==> src/rtl/mem_pkg.sv <==
// Shared types and decode helpers for the miniRV memory-access stage.
package mem_pkg;

    localparam int MEM_OP_W = 4;

    typedef enum logic [MEM_OP_W-1:0] {
        MEM_NONE = 4'd0,
        MEM_LB   = 4'd1,
        MEM_LH   = 4'd2,
        MEM_LW   = 4'd3,
        MEM_LBU  = 4'd4,
        MEM_LHU  = 4'd5,
        MEM_SB   = 4'd6,
        MEM_SH   = 4'd7,
        MEM_SW   = 4'd8
    } mem_op_e;

    typedef enum logic [1:0] {
        ST_IDLE = 2'd0,
        ST_BUSY = 2'd1,
        ST_DONE = 2'd2
    } mem_state_e;

    function automatic logic is_load(input logic [MEM_OP_W-1:0] op);
        return op inside {MEM_LB, MEM_LH, MEM_LW, MEM_LBU, MEM_LHU};
    endfunction

    function automatic logic is_store(input logic [MEM_OP_W-1:0] op);
        return op inside {MEM_SB, MEM_SH, MEM_SW};
    endfunction

    function automatic logic is_misaligned(input logic [MEM_OP_W-1:0] op,
                                           input logic [1:0]          addr_lo);
        logic mis;
        mis = 1'b0;
        case (op)
            MEM_LH, MEM_LHU, MEM_SH: mis = addr_lo[0];
            MEM_LW, MEM_SW:          mis = |addr_lo;
            default:                 mis = 1'b0;
        endcase
        return mis;
    endfunction

endpackage

==> src/rtl/mem_stage_lane.sv <==
// Byte-lane steering: store byte enables / replicated write data, and load
// lane extraction with sign or zero extension.
module mem_lane_unit
    import mem_pkg::*;
(
    input  logic [MEM_OP_W-1:0] op_i,
    input  logic [1:0]          addr_lo_i,
    input  logic [31:0]         sdata_i,
    input  logic [31:0]         rdata_i,
    output logic [3:0]          be_o,
    output logic [31:0]         wdata_o,
    output logic [31:0]         load_o
);

    logic [7:0]  byte_sel;
    logic [15:0] half_sel;

    // NOTE: every output gets a default before the case so no latch is inferred.
    always_comb begin
        byte_sel = rdata_i[{addr_lo_i, 3'b000} +: 8];
        half_sel = addr_lo_i[1] ? rdata_i[31:16] : rdata_i[15:0];
        be_o     = 4'b0000;
        wdata_o  = sdata_i;
        load_o   = rdata_i;
        case (op_i)
            MEM_LB:  begin be_o = 4'b0001 << addr_lo_i; load_o = {{24{byte_sel[7]}}, byte_sel}; end
            MEM_LBU: begin be_o = 4'b0001 << addr_lo_i; load_o = {24'd0, byte_sel}; end
            MEM_LH:  begin be_o = 4'b0011 << {addr_lo_i[1], 1'b0}; load_o = {{16{half_sel[15]}}, half_sel}; end
            MEM_LHU: begin be_o = 4'b0011 << {addr_lo_i[1], 1'b0}; load_o = {16'd0, half_sel}; end
            MEM_LW:  be_o = 4'b1111;
            MEM_SB:  begin be_o = 4'b0001 << addr_lo_i; wdata_o = {4{sdata_i[7:0]}}; end
            MEM_SH:  begin be_o = 4'b0011 << {addr_lo_i[1], 1'b0}; wdata_o = {2{sdata_i[15:0]}}; end
            MEM_SW:  be_o = 4'b1111;
            default: be_o = 4'b0000;
        endcase
    end

endmodule

==> src/rtl/mem_stage.sv <==
// miniRV MEM stage: drives the req/ack data bus for loads/stores, stalls the
// pipeline while an access is in flight and feeds the MEM/WB register.
module mem_stage
    import mem_pkg::*;
#(
    parameter int TIMEOUT_CYCLES = 16
) (
    input  logic                cpu_clk,
    input  logic                cpu_rst,
    input  logic                valid_MEM_in,
    input  logic [MEM_OP_W-1:0] mem_op_MEM_in,
    input  logic [31:0]         addr_MEM_in,
    input  logic [31:0]         sdata_MEM_in,
    input  logic [4:0]          wR_MEM_in,
    input  logic                rf_we_MEM_in,
    input  logic [31:0]         wD_MEM_in,
    output logic                bus_req,
    output logic                bus_we,
    output logic [31:0]         bus_addr,
    output logic [31:0]         bus_wdata,
    output logic [3:0]          bus_be,
    input  logic                bus_ack,
    input  logic [31:0]         bus_rdata,
    output logic                stall_MEM,
    output logic [4:0]          wR_MEM_out,
    output logic                rf_we_MEM_out,
    output logic [31:0]         wD_MEM_out,
    output logic                mem_err
);

    localparam int CNT_W = (TIMEOUT_CYCLES > 1) ? $clog2(TIMEOUT_CYCLES) : 1;

    mem_state_e  state_q, state_d;
    logic        err_q, err_d;
    logic        bus_req_q, bus_we_q, timed_out_q;
    logic [31:0] bus_addr_q, bus_wdata_q, result_q;
    logic [3:0]  bus_be_q;
    logic [CNT_W-1:0] cnt_q;

    logic        op_is_load, op_is_store, op_is_mem;
    logic        start_acc, misal_acc, timeout_hit;
    logic [3:0]  lane_be;
    logic [31:0] lane_wdata, lane_load;

    mem_lane_unit u_lane (
        .op_i      (mem_op_MEM_in),
        .addr_lo_i (addr_MEM_in[1:0]),
        .sdata_i   (sdata_MEM_in),
        .rdata_i   (bus_rdata),
        .be_o      (lane_be),
        .wdata_o   (lane_wdata),
        .load_o    (lane_load)
    );

    assign op_is_load  = is_load(mem_op_MEM_in);
    assign op_is_store = is_store(mem_op_MEM_in);
    assign op_is_mem   = op_is_load | op_is_store;
    assign misal_acc   = (state_q == ST_IDLE) && valid_MEM_in && op_is_mem &&
                         is_misaligned(mem_op_MEM_in, addr_MEM_in[1:0]);
    assign start_acc   = (state_q == ST_IDLE) && valid_MEM_in && op_is_mem && !misal_acc;
    assign timeout_hit = (state_q == ST_BUSY) && !bus_ack &&
                         (cnt_q == CNT_W'(TIMEOUT_CYCLES - 1));

    always_comb begin
        state_d       = state_q;
        err_d         = 1'b0;
        stall_MEM     = 1'b0;
        wR_MEM_out    = wR_MEM_in;
        rf_we_MEM_out = 1'b0;
        wD_MEM_out    = wD_MEM_in;
        case (state_q)
            ST_IDLE: begin
                rf_we_MEM_out = valid_MEM_in & rf_we_MEM_in & ~op_is_mem;
                stall_MEM     = start_acc;
                err_d         = misal_acc;
                if (start_acc) state_d = ST_BUSY;
            end
            ST_BUSY: begin
                stall_MEM = 1'b1;
                err_d     = timeout_hit;
                if (bus_ack || timeout_hit) state_d = ST_DONE;
            end
            ST_DONE: begin
                state_d = ST_IDLE;
                if (op_is_load) begin
                    wD_MEM_out    = result_q;
                    rf_we_MEM_out = rf_we_MEM_in & ~timed_out_q;
                end
            end
            default: state_d = ST_IDLE;
        endcase
    end

    // NOTE: sequential state uses non-blocking assignments only.
    always_ff @(posedge cpu_clk) begin
        if (cpu_rst) begin
            state_q     <= ST_IDLE;
            err_q       <= 1'b0;
            bus_req_q   <= 1'b0;
            bus_we_q    <= 1'b0;
            bus_addr_q  <= '0;
            bus_wdata_q <= '0;
            bus_be_q    <= '0;
            cnt_q       <= '0;
            result_q    <= '0;
            timed_out_q <= 1'b0;
        end else begin
            state_q <= state_d;
            err_q   <= err_d;
            case (state_q)
                ST_IDLE: if (start_acc) begin
                    bus_req_q   <= 1'b1;
                    bus_we_q    <= op_is_store;
                    bus_addr_q  <= {addr_MEM_in[31:2], 2'b00};
                    bus_be_q    <= lane_be;
                    bus_wdata_q <= lane_wdata;
                    cnt_q       <= '0;
                    timed_out_q <= 1'b0;
                end
                ST_BUSY: begin
                    // Upstream holds op/addr stable while stalled, so lane_load is valid here.
                    if (bus_ack) begin
                        bus_req_q <= 1'b0;
                        result_q  <= lane_load;
                    end else if (timeout_hit) begin
                        bus_req_q   <= 1'b0;
                        result_q    <= '0;
                        timed_out_q <= 1'b1;
                    end else begin
                        cnt_q <= cnt_q + CNT_W'(1);
                    end
                end
                default: ;
            endcase
        end
    end

    assign bus_req   = bus_req_q;
    assign bus_we    = bus_we_q;
    assign bus_addr  = bus_addr_q;
    assign bus_wdata = bus_wdata_q;
    assign bus_be    = bus_be_q;
    assign mem_err   = err_q;

endmodule

==> config.mk <==
export PLATFORM = sky130hd
export DESIGN_NAME = mem_stage
export DESIGN_NICKNAME = d
export VERILOG_FILES = /design/src/rtl/mem_pkg.sv /design/src/rtl/mem_stage_lane.sv /design/src/rtl/mem_stage.sv
export SDC_FILE = /design/constraint.sdc
export NUM_CORES = 1
export LEC_CHECK = 0
export CORE_MARGIN = 4
export CORE_UTILIZATION = 43
export CTS_BUF_LIST = sky130_fd_sc_hd__clkbuf_4 sky130_fd_sc_hd__clkbuf_8
export DETAILED_ROUTE_END_ITERATION = 8
export HOLD_SLACK_MARGIN = 0.08
export PLACE_DENSITY = 0.83
export RECOVER_POWER = 25
export SLEW_MARGIN = 0
export SYNTH_ARGS = -nofsm -noshare
export SYNTH_HDL_FRONTEND = slang
export SYNTH_SLANG_ARGS = --single-unit
==> constraint.sdc <==
create_clock -name cpu_clk -period 3 [get_ports cpu_clk]
set_clock_uncertainty 0.2 [all_clocks]
set_input_delay 0.6 -clock cpu_clk [delete_from_list [all_inputs] [get_ports cpu_clk]]
set_output_delay 0.6 -clock cpu_clk [all_outputs]
set_load 0.01 [all_outputs]
-- Word-level counts from Yosys, hierarchy flattened
Index checks and enable logic that the tools add are counted.
- bitwise operators: 6
- reduce and logical (&&, ||, !) cells: 24
- multiplexer cells: 28
- add/sub/neg operators: 1
- shift operators: 3
- eq/ne operators: 17
- operator list (kind ; count):
    2-to-1 mux 32 bit ; 4
    case mux 32 bit (4 select lines) ; 1
    case mux 32 bit (2 select lines) ; 1
    indexed part select 32 x 6 -> 8 bit ; 1
    equality test 4 x 3 -> 1 bit, second input constant ; 4
    2-to-1 mux 16 bit ; 1
    2-to-1 mux 4 bit ; 3
    case mux 1 bit (2 select lines) ; 6
    case mux 4 bit (3 select lines) ; 1
    equality test 4 x 2 -> 1 bit, second input constant ; 2
    equality test 4 bit, second input constant ; 2
    != test 2 bit, second input constant ; 4
    case mux 4 bit (2 select lines) ; 1
    AND reduction 4 bit ; 2
    2-to-1 mux 1 bit ; 7
    logical AND 1 bit ; 6
    AND reduction 2 bit ; 3
    OR reduction 3 bit ; 2
    nonzero test 5 bit ; 1
    adder 4 x 1 -> 4 bit, second input constant ; 1
    equality test 4 x 1 -> 1 bit, second input constant ; 1
    2-to-1 mux 2 bit ; 2
    case mux 2 bit (2 select lines) ; 1
    nonzero test 2 bit ; 2
    other kinds (15) ; 20
- output and inout bits: 110
- logic and storage cells: 89
- bits in registers: 108

-- Depth between registers and ports, before layout
Gate-level depths: netlist (run 1).
- word-level depth: 9
- gate-level depth with buffers: 9
- gate-level depth less buffers: 6

-- Cells and area by module
From an unflattened synthesis (run 1), not the netlist that was laid out.
- cell total of the unflattened synthesis: 692
- area, all modules: 6184.7 um2
- by module, submodules not included (module ; times used ; sequential area each (um2) ; cells an instance ; area each (um2)):
    mem_stage ; 1 ; 2162.1 ; 538 ; 4903.5
    mem_lane_unit ; 1 ; 0.0 ; 154 ; 1281.2

-- Worst setup path after synthesis (run 1)
No wires, ideal clock.
- path type: input to output
- start: input port mem_op_MEM_in[2]
- end: output port stall_MEM
- stages on the path: 7
- buffers on the path: 3
- slack: 0.061 ns
- data arrival time: 2.139 ns
- cells stage by stage: buf_2 or3_1 xnor2_1 or4_1 buf_2 buf_6 nand2_1
- word-level cells in the longest chain between the ends: 8
- elaborated cells between the ends (all ways): 19
- those cells by class: 8 x eq/ne; 2 x mux; 1 x bitwise; 8 x reduce/logical
- RTL lines (element ; RTL line ; text):
    start: declaration ; mem_stage.sv:11 ; input logic [MEM_OP_W-1:0] mem_op_MEM_in,
    equality test 4 x 1 -> 1 bit, or another cell as far along ; mem_pkg.sv:25 ; return op inside {MEM_LB, MEM_LH, MEM_LW, MEM_LBU, MEM_LHU};
    nonzero test 5 bit / nonzero test 3 bit (equally long branches) ; mem_pkg.sv:25, mem_pkg.sv:29 ;
    OR 1 bit ; mem_stage.sv:57 ; assign op_is_mem = op_is_load | op_is_store;
    logical AND 1 bit ; mem_stage.sv:58, mem_stage.sv:60 ;
    logical AND 1 bit ; mem_stage.sv:58 ; assign misal_acc = (state_q == ST_IDLE) && valid_MEM_in && op_is_mem &&
    zero test 1 bit ; mem_stage.sv:60 ; assign start_acc = (state_q == ST_IDLE) && valid_MEM_in && op_is_mem && !misal_acc;
    logical AND 1 bit * ; mem_stage.sv:60 ;
    case mux 1 bit (2 select lines) * ; mem_stage.sv:71 ; case (state_q)
    end: declaration ; mem_stage.sv:24 ; output logic stall_MEM,
Every way passes the cells marked *; elsewhere a longest branch is shown, timed or not.

-- Worst setup path after layout (run 1)
- start: input port mem_op_MEM_in[0]
- end: output port stall_MEM
The elaborated chain is that of the path after synthesis.

==> impl_metrics.csv, run 1 <==
group,metric,value,unit
status,status,"completed",
synth,yosys-top-cells-area,"dfxtp_1 40%, nand2_1 12%, a21oi_1 7.7%",
synth,synth_top_area_cell,"dfxtp_1",
power_and_ir_drop,intPower,0.00253,W
routing,dr_wl_met2,8970,um
clock_tree,cts.reportedPaths.clkPinSlew,0.11,ns
synth,dominantRegCellSynth,"dfxtp_1",
routing,drtAntennaViolNets,0,
cells_and_area,fin_nets,1054,
clock_tree,cts-root-buf,"clkbuf_8",
routing,drt_first_pass_iters,5,
floorplan,io_pins,252,
synth,async_flop_share,0,%
power_and_ir_drop,clock_power_share,31.5,%
synth,syn_area,0.00543,mm^2
worst_setup_path,endpoint_kind,"primary output",
cells_and_area,layout_common_cells,"170 x nand2_1, 152 x clkdlybuf4s50_1, 108 x dfxtp_1, 84 x a21oi_1, 47 x dlygate4sd3_1",
cells_and_area,n_fill_cell,1032,
global_routing,grt_pass1_wl,28600,um
global_routing,grt_remaining_overflow,0,
timing,fin_crit_sh,98.9,%
worst_setup_path,arrival,2.17,ns
global_routing,grt_max_degree,88,
power_and_ir_drop,p_seq_share,44.3,%
routing,wirelength,18300,um
global_routing,grt_usage,24.5,%
worst_setup_path,worstReg2RegStart,"state_q[1]",
routing,drt_iter0_drc,392,
synth,yosysSeqAreaShare,39.8,%
cells_and_area,final_cells,1085,
worst_setup_path,crit_type,"in2out",
worst_setup_path,crit_path_max_fanout,3,
routing,top_layer_used,"met4",
power_and_ir_drop,switching_share,27.5,%
floorplan,fp.dieH,120,um
place,dp_hpwl,13200,um
place,place_inst,1061,
routing,vias_per_cell,5.29,
place,place_congestion,0.924,
place,place.port_buffers,239,
worst_setup_path,worstRegToRegCells,5,
power_and_ir_drop,p_total,0.00350,W
timing,finalMaxSlewViolations,0,
synth,ys_types,53,
routing,wl_per_cell,16.9,um
timing,max-slew-margin-rel,38.1,%
global_routing,grt_pass1_vias,5518,
synth,synth_cells,672,
global_routing,antenna_found_initial,1,
timing,max_clock_freq,337,MHz
clock_tree,cts_tree,"done",
place,postPlaceCellArea,0.00811,mm^2
cells_and_area,final_common_cell,"nand2_1",
power_and_ir_drop,cellLeakagePower,3.36,nW
clock_tree,clockBufferDepth,2,
min_path,hold_end,"result_q[11]",
cells_and_area,area_growth,54.8,%
worst_setup_path,start_kind,"input port",
clock_tree,cts_buffers,9,
min_path,hp-start,"result_q[11]",
power_and_ir_drop,switchingPower,0.000962,W
timing,rsz0062_at_grt,"yes",
flow_run,cap_violations,0,
floorplan,coreArea,0.0122,mm^2
min_path,whs_path_depth,2,
synth,yosys_warnings,0,
synth,syn_area_per_cell,8.09,um^2
worst_setup_path,worst_r2r_endpoint,"bus_be[0]",
timing,finalCriticalPeriod,2.97,ns
floorplan,start_util,44.5,%
min_path,worstHoldPathType,"reg2reg",
timing,tightest_slew,0.928,ns
power_and_ir_drop,irDropWorstVdd,436,uV
power_and_ir_drop,combPwrFrac,24.2,%
power_and_ir_drop,powerDensity,416,mW/mm^2
routing,drc,0,
timing,hold_viol_final,0,
routing,wl_met1,7490,um
routing,routed-wl-met3,1280,um
synth,yosys.area.top_type_share,39.8,%
synth,yosys_register_bits,108,
floorplan,rows,40,
cells_and_area,final_area,0.00841,mm^2
floorplan,fp.dieW,120,um
clock_tree,cts_sinks,108,
routing,vias,5736,
worst_setup_path,reg2reg_slack,0.62,ns
floorplan,die_area,0.0145,mm^2
timing,setup_viol,0,
worst_setup_path,worstPathRequired,2.20,ns
clock_tree,clkLatencyLatePin,0.37,ns
clock_tree,h-tree-depth,3,
synth,synth_edf_count,0,
cells_and_area,drive_above_1_share,16.8,%
[through the flow]
step / hold WS [ns] / util [%] / setup WS [ns] / TNS [ns]
detailed placement: 0.233 / 66.4 / -0.780 / -42.26
CTS: 0.247 / 68.5 / 0.00429 / 0
global placement: 0.225 / 66.4 / -0.751 / -39.56
global route: 0.271 / 68.9 / -0.0172 / -0.0172
floorplan: 0.212 / - / 0.0610 / 0
finish: 0.248 / 68.9 / 0.0322 / 0
[logic make-up after synthesis]
family / share of synthesized area (%)
simple gates: 19.9
compound gates: 19.6
flops: 39.8
buf+inv: 6.47
mux: 13.3
xor+xnor: 0.484
fa+ha+maj: 0.414
other cells: 0.0690
[metal layers]
| layer | vias up | track usage, % |
|---|---|---|
| met5 | - | 0 |
| met4 | 0 | 10.3 |
| met3 | 41 | 5.29 |
| met2 | 223 | 40.7 |
| met1 | 2657 | 30.7 |
| li1 | 2815 | - |
[synthesized netlist by cell type, types with 6 or more instances]
library cell	n
nand2_1	171
dfxtp_1	108
a21oi_1	84
o21ai_0	41
clkbuf_1	35
mux2_2	33
nor2_1	28
mux2i_1	17
a311oi_1	16
buf_2	14
nand3_1	12
inv_1	10
mux4_2	8
o221ai_1	8
buf_4	7
o21ai_1	7
nand2b_1	6
nand3b_1	6
[worst max path at each step]
stage                startpoint       endpoint  cells after the start
2_1_floorplan  mem_op_MEM_in[2]      stall_MEM                      7
3_3_place_gp   mem_op_MEM_in[0]      stall_MEM                      6
3_5_place_dp   mem_op_MEM_in[0]      stall_MEM                      6
4_1_cts        mem_op_MEM_in[0]  wD_MEM_out[6]                      7
5_1_grt          addr_MEM_in[1]      stall_MEM                      6
6_report       mem_op_MEM_in[0]      stall_MEM                      7
[critical path, cell delays in order]
cell and delay, ns:
clkdlybuf4s15_2 0.21, or3_4 0.42, buf_4 0.15, xnor2_2 0.13, or4_4 0.46, nand2_4 0.09, buf_6 0.10
[final cells by class]
| cell class | count | area, um^2 | area share (%) |
|---|---|---|---|
| clock buffer | 9 | 124 | 1.47 |
| clock inverter | 7 | 128 | 1.52 |
| sequential | 108 | 2160 | 25.7 |
| multi-input combinational | 493 | 2980 | 35.4 |
| inverter | 10 | 37.5 | 0.446 |
| antenna | 1 | 2.50 | 0.0297 |
| timing repair buffer | 289 | 2770 | 32.9 |
| tap | 168 | 210 | 2.50 |
[power by group through the flow]
stage	registers (W)	logic, W	clock network, W
floorplan	0.00161	0.000357	0
global placement	0.00158	0.000845	0
detailed placement	0.00158	0.000858	0
CTS	0.00155	0.000850	0.00113
global route	0.00156	0.000917	0.00118
finish	0.00155	0.000846	0.00110
[what timing repair did]
item / in CTS / in global routing
hold buffers: 0 / 0
setup endpoints to repair: 36 / 38
pin swaps: 1 / 2
gates cloned: 2 / 0
setup buffers: 6 / 0
gates resized for setup: 140 / 16
hold endpoints to repair: 0 / 0
[registers in the layout (all words and copies together) (netlist names)]
signal / flops
bus_addr: 30
mem_err: 1
bus_be: 4
timed_out_q: 1
result_q: 32
state_q: 2
bus_req: 1
bus_we: 1
cnt_q: 4
bus_wdata: 32
Power figures use the tool's default switching activity.
==> inputs of run 2 (changes only) <==
--- a/config.mk
+++ b/config.mk
@@ -6,7 +6,7 @@
 export NUM_CORES = 1
 export LEC_CHECK = 0
 export CORE_MARGIN = 4
-export CORE_UTILIZATION = 43
+export CORE_UTILIZATION = 45
 export CTS_BUF_LIST = sky130_fd_sc_hd__clkbuf_4 sky130_fd_sc_hd__clkbuf_8
 export DETAILED_ROUTE_END_ITERATION = 8
 export HOLD_SLACK_MARGIN = 0.08
@@ -15,4 +15,5 @@
 export SLEW_MARGIN = 0
 export SYNTH_ARGS = -nofsm -noshare
 export SYNTH_HDL_FRONTEND = slang
+export SYNTH_HIERARCHICAL = 1
 export SYNTH_SLANG_ARGS = --single-unit
==> run 2 against run 1 <==
Sequential share of layout area decreased by 1.7 points. Clock power decreased by 9%. Wire length increased by 22%. Non-clock buffer count increased by 8. Sequential power about the same. Global-route usage increased by 2.5 points. First-iteration DRC count increased by 73%. Critical endpoint is now rf_we_MEM_out.
==> impl_metrics.csv, run 2 <==
group,metric,value,unit
status,status,"completed",
routing,vias_per_cell,6.16,
floorplan,coreArea,0.0133,mm^2
cells_and_area,area_growth,45.5,%
timing,rsz0062_at_grt,"no",
global_routing,grt_pass1_wl,34700,um
worst_setup_path,reg2reg_slack,0.66,ns
timing,max_clock_freq,342,MHz
min_path,worstHoldPathType,"reg2reg",
routing,drt_iter0_drc,678,
synth,synth_top_cells_by_count,"108 x dfxtp_1, 75 x a21oi_1, 70 x o31ai_1",
timing,finalMaxSlewViolations,0,
floorplan,fp.dieH,125,um
global_routing,antenna_found_initial,0,
routing,vias,6660,
synth,post-synth-top-count-cell,"dfxtp_1",
timing,whs,0.269,ns
routing,wl_per_cell,20.6,um
power_and_ir_drop,combPwrFrac,26.2,%
synth,yosys-top-cells-area,"dfxtp_1 35%, mux2_2 8.7%, o31ai_1 8.5%",
power_and_ir_drop,clock_power_share,29.2,%
synth,async_flop_share,0,%
synth,ys_types,56,
power_and_ir_drop,irDropWorstVdd,280,uV
synth,synth_top_area_cell,"dfxtp_1",
worst_setup_path,arrival,2.12,ns
worst_setup_path,worstPathRequired,2.20,ns
global_routing,use_met3,5.80,%
synth,yosys_register_bits,108,
timing,hold_viol_final,0,
clock_tree,cts_tree,"done",
synth,synthMuxAreaShare,13.4,%
clock_tree,clkLatencyLatePin,0.38,ns
clock_tree,h-tree-depth,3,
floorplan,die_area,0.0157,mm^2
clock_tree,cts.reportedPaths.clkPinSlew,0.10,ns
synth,yosys.area.top_type_share,35.0,%
min_path,whs_path_depth,2,
routing,drc,0,
worst_setup_path,worstReg2RegStart,"state_q[0]",
synth,syn_area_per_cell,8.94,um^2
place,place_congestion,0.922,
global_routing,grt.busiest_layer,"met2",
clock_tree,cts-root-buf,"clkbuf_8",
floorplan,start_util,46.3,%
synth,synth-simple-area-share,15.0,%
power_and_ir_drop,switching_share,28.3,%
global_routing,grt_pass1_vias,6246,
flow_run,cap_violations,0,
synth,synth_cells,692,
routing,wirelength,22300,um
synth,syn_area,0.00618,mm^2
worst_setup_path,worstRegToRegCells,5,
clock_tree,cts_sinks,108,
timing,tns,0,ns
synth,dominantRegCellSynth,"dfxtp_1",
floorplan,fp.dieW,125,um
power_and_ir_drop,cellLeakagePower,3.61,nW
clock_tree,cts_buffers,9,
power_and_ir_drop,powerDensity,382,mW/mm^2
cells_and_area,final_cells,1082,
timing,setup_viol,0,
cells_and_area,fin_nets,1044,
worst_setup_path,crit_type,"in2out",
timing,max-slew-margin-rel,46.8,%
global_routing,grt_max_degree,70,
cells_and_area,drive_above_1_share,19.6,%
cells_and_area,final_common_cell,"clkdlybuf4s50_1",
worst_setup_path,start_kind,"input port",
clock_tree,clockBufferDepth,2,
floorplan,rows,42,
routing,drt_first_pass_iters,5,
min_path,hp-start,"bus_wdata[29]",
power_and_ir_drop,switchingPower,0.000973,W
synth,synth_xor_area_share,0.283,%
timing,fin_crit_sh,97.5,%
global_routing,grtUsageMet1,36.6,%
timing,tightest_slew,0.798,ns
synth,synth_top_family_by_area,"compound AO/OA/AOI/OAI gates",
synth,synth_edf_count,0,
routing,drtAntennaViolNets,0,
worst_setup_path,crit_path_max_fanout,5,
worst_setup_path,crit_start,"mem_op_MEM_in[3]",
place,dp_hpwl,14900,um
synth,yosys_warnings,6,
synth,yosysSeqAreaShare,35.0,%
synth,synthAdderAreaFrac,0.526,%
global_routing,grt_usage,27.0,%
worst_setup_path,endpoint_kind,"primary output",
floorplan,io_pins,252,
cells_and_area,layout_common_cells,"152 x clkdlybuf4s50_1, 108 x dfxtp_1, 75 x a21oi_1, 70 x o31ai_1, 67 x nand4_1",
timing,finalCriticalPeriod,2.92,ns
cells_and_area,n_fill_cell,1103,
power_and_ir_drop,intPower,0.00246,W
global_routing,grt_remaining_overflow,0,
global_routing,grt_util_met2,42.9,%
place,place.port_buffers,239,
synth,synth_compound_area_share,27.2,%
place,place_inst,1058,
cells_and_area,antennaDiodeCount,0,
clock_tree,postCtsHoldBufs,0,
power_and_ir_drop,p_seq_share,44.6,%
## run 2: changes by cell type after synthesis, sizes merged, moves of 13 or more
cell    delta
o31ai     +68
mux2      +15
a221o     +15
a22oi     +31
o21ai     -35
a311oi    -16
buf       +32
nand4     +66
nor2      +13
nand2    -156
a21o      +19
## run 2: power groups by stage
stage | Clock (W) | Sequential [W] | Combinational [W]
global route | 0.00108 | 0.00154 | 0.000956
global placement | 0 | 0.00156 | 0.000907
finish | 0.00100 | 0.00153 | 0.000899
CTS | 0.00102 | 0.00153 | 0.000905
floorplan | 0 | 0.00158 | 0.000426
detailed placement | 0 | 0.00156 | 0.000918
## run 2: layout make-up
| type | count | area [um^2] | area share, % |
|---|---|---|---|
| clock inverter | 6 | 87.6 | 0.973 |
| tap | 176 | 220 | 2.45 |
| timing repair buffer | 297 | 2850 | 31.6 |
| clock buffer | 10 | 138 | 1.53 |
| multi-input combinational | 481 | 3530 | 39.2 |
| inverter | 4 | 15.0 | 0.167 |
| sequential | 108 | 2160 | 24.0 |
## run 2: worst max-delay path: stages
cell	delay (ns)
dlygate4sd2_1	0.29
nor2_1	0.15
nand4_1	0.18
buf_6	0.19
buf_12	0.12
buf_4	0.12
o2bb2ai_1	0.15
and3b_1	0.19
clkbuf_2	0.13
## run 2: kinds of logic after synthesis
| group | Yosys count |
|---|---|
| AOI/OAI and AO/OA | 245 |
| and+or+nand+nor | 164 |
| DFF | 108 |
| buffers and inverters | 104 |
| muxes | 65 |
| adders and majority gates | 3 |
| xor gates and xnor gates | 2 |
| other | 1 |
## run 2: through the flow
stage	area, um^2	setup slack (ns)	util [%]	power, W
3_5_place_dp	8800	-0.542	65.9	0.00248
2_1_floorplan	6190	0.355	-	0.00201
5_1_grt	9000	0.0129	67.4	0.00357
6_report	9000	0.0763	67.4	0.00343
4_1_cts	9030	0.00512	67.6	0.00346
3_3_place_gp	8800	-0.470	65.9	0.00247
## run 2: timing repair
item                                   4_1_cts  5_1_grt
cloned                                       3        0
endpoints found under the hold margin        0        0
resized for setup                          145        7
pin swaps                                    0        2
setup endpoints to repair                   34       34
setup buffers                                5        0
## run 2: worst paths after layout
check / to
max: rf_we_MEM_out
max reg2reg: result_q[23]
min reg2reg: bus_wdata[29]
min: bus_wdata[29]
## run 2: per-layer routing
metal | wire length, um | vias up
li1 | - | 3084
met1 | 9480 | 3182
met2 | 10400 | 331
met3 | 1630 | 63
met4 | 763 | 0
met5 | 0 | -
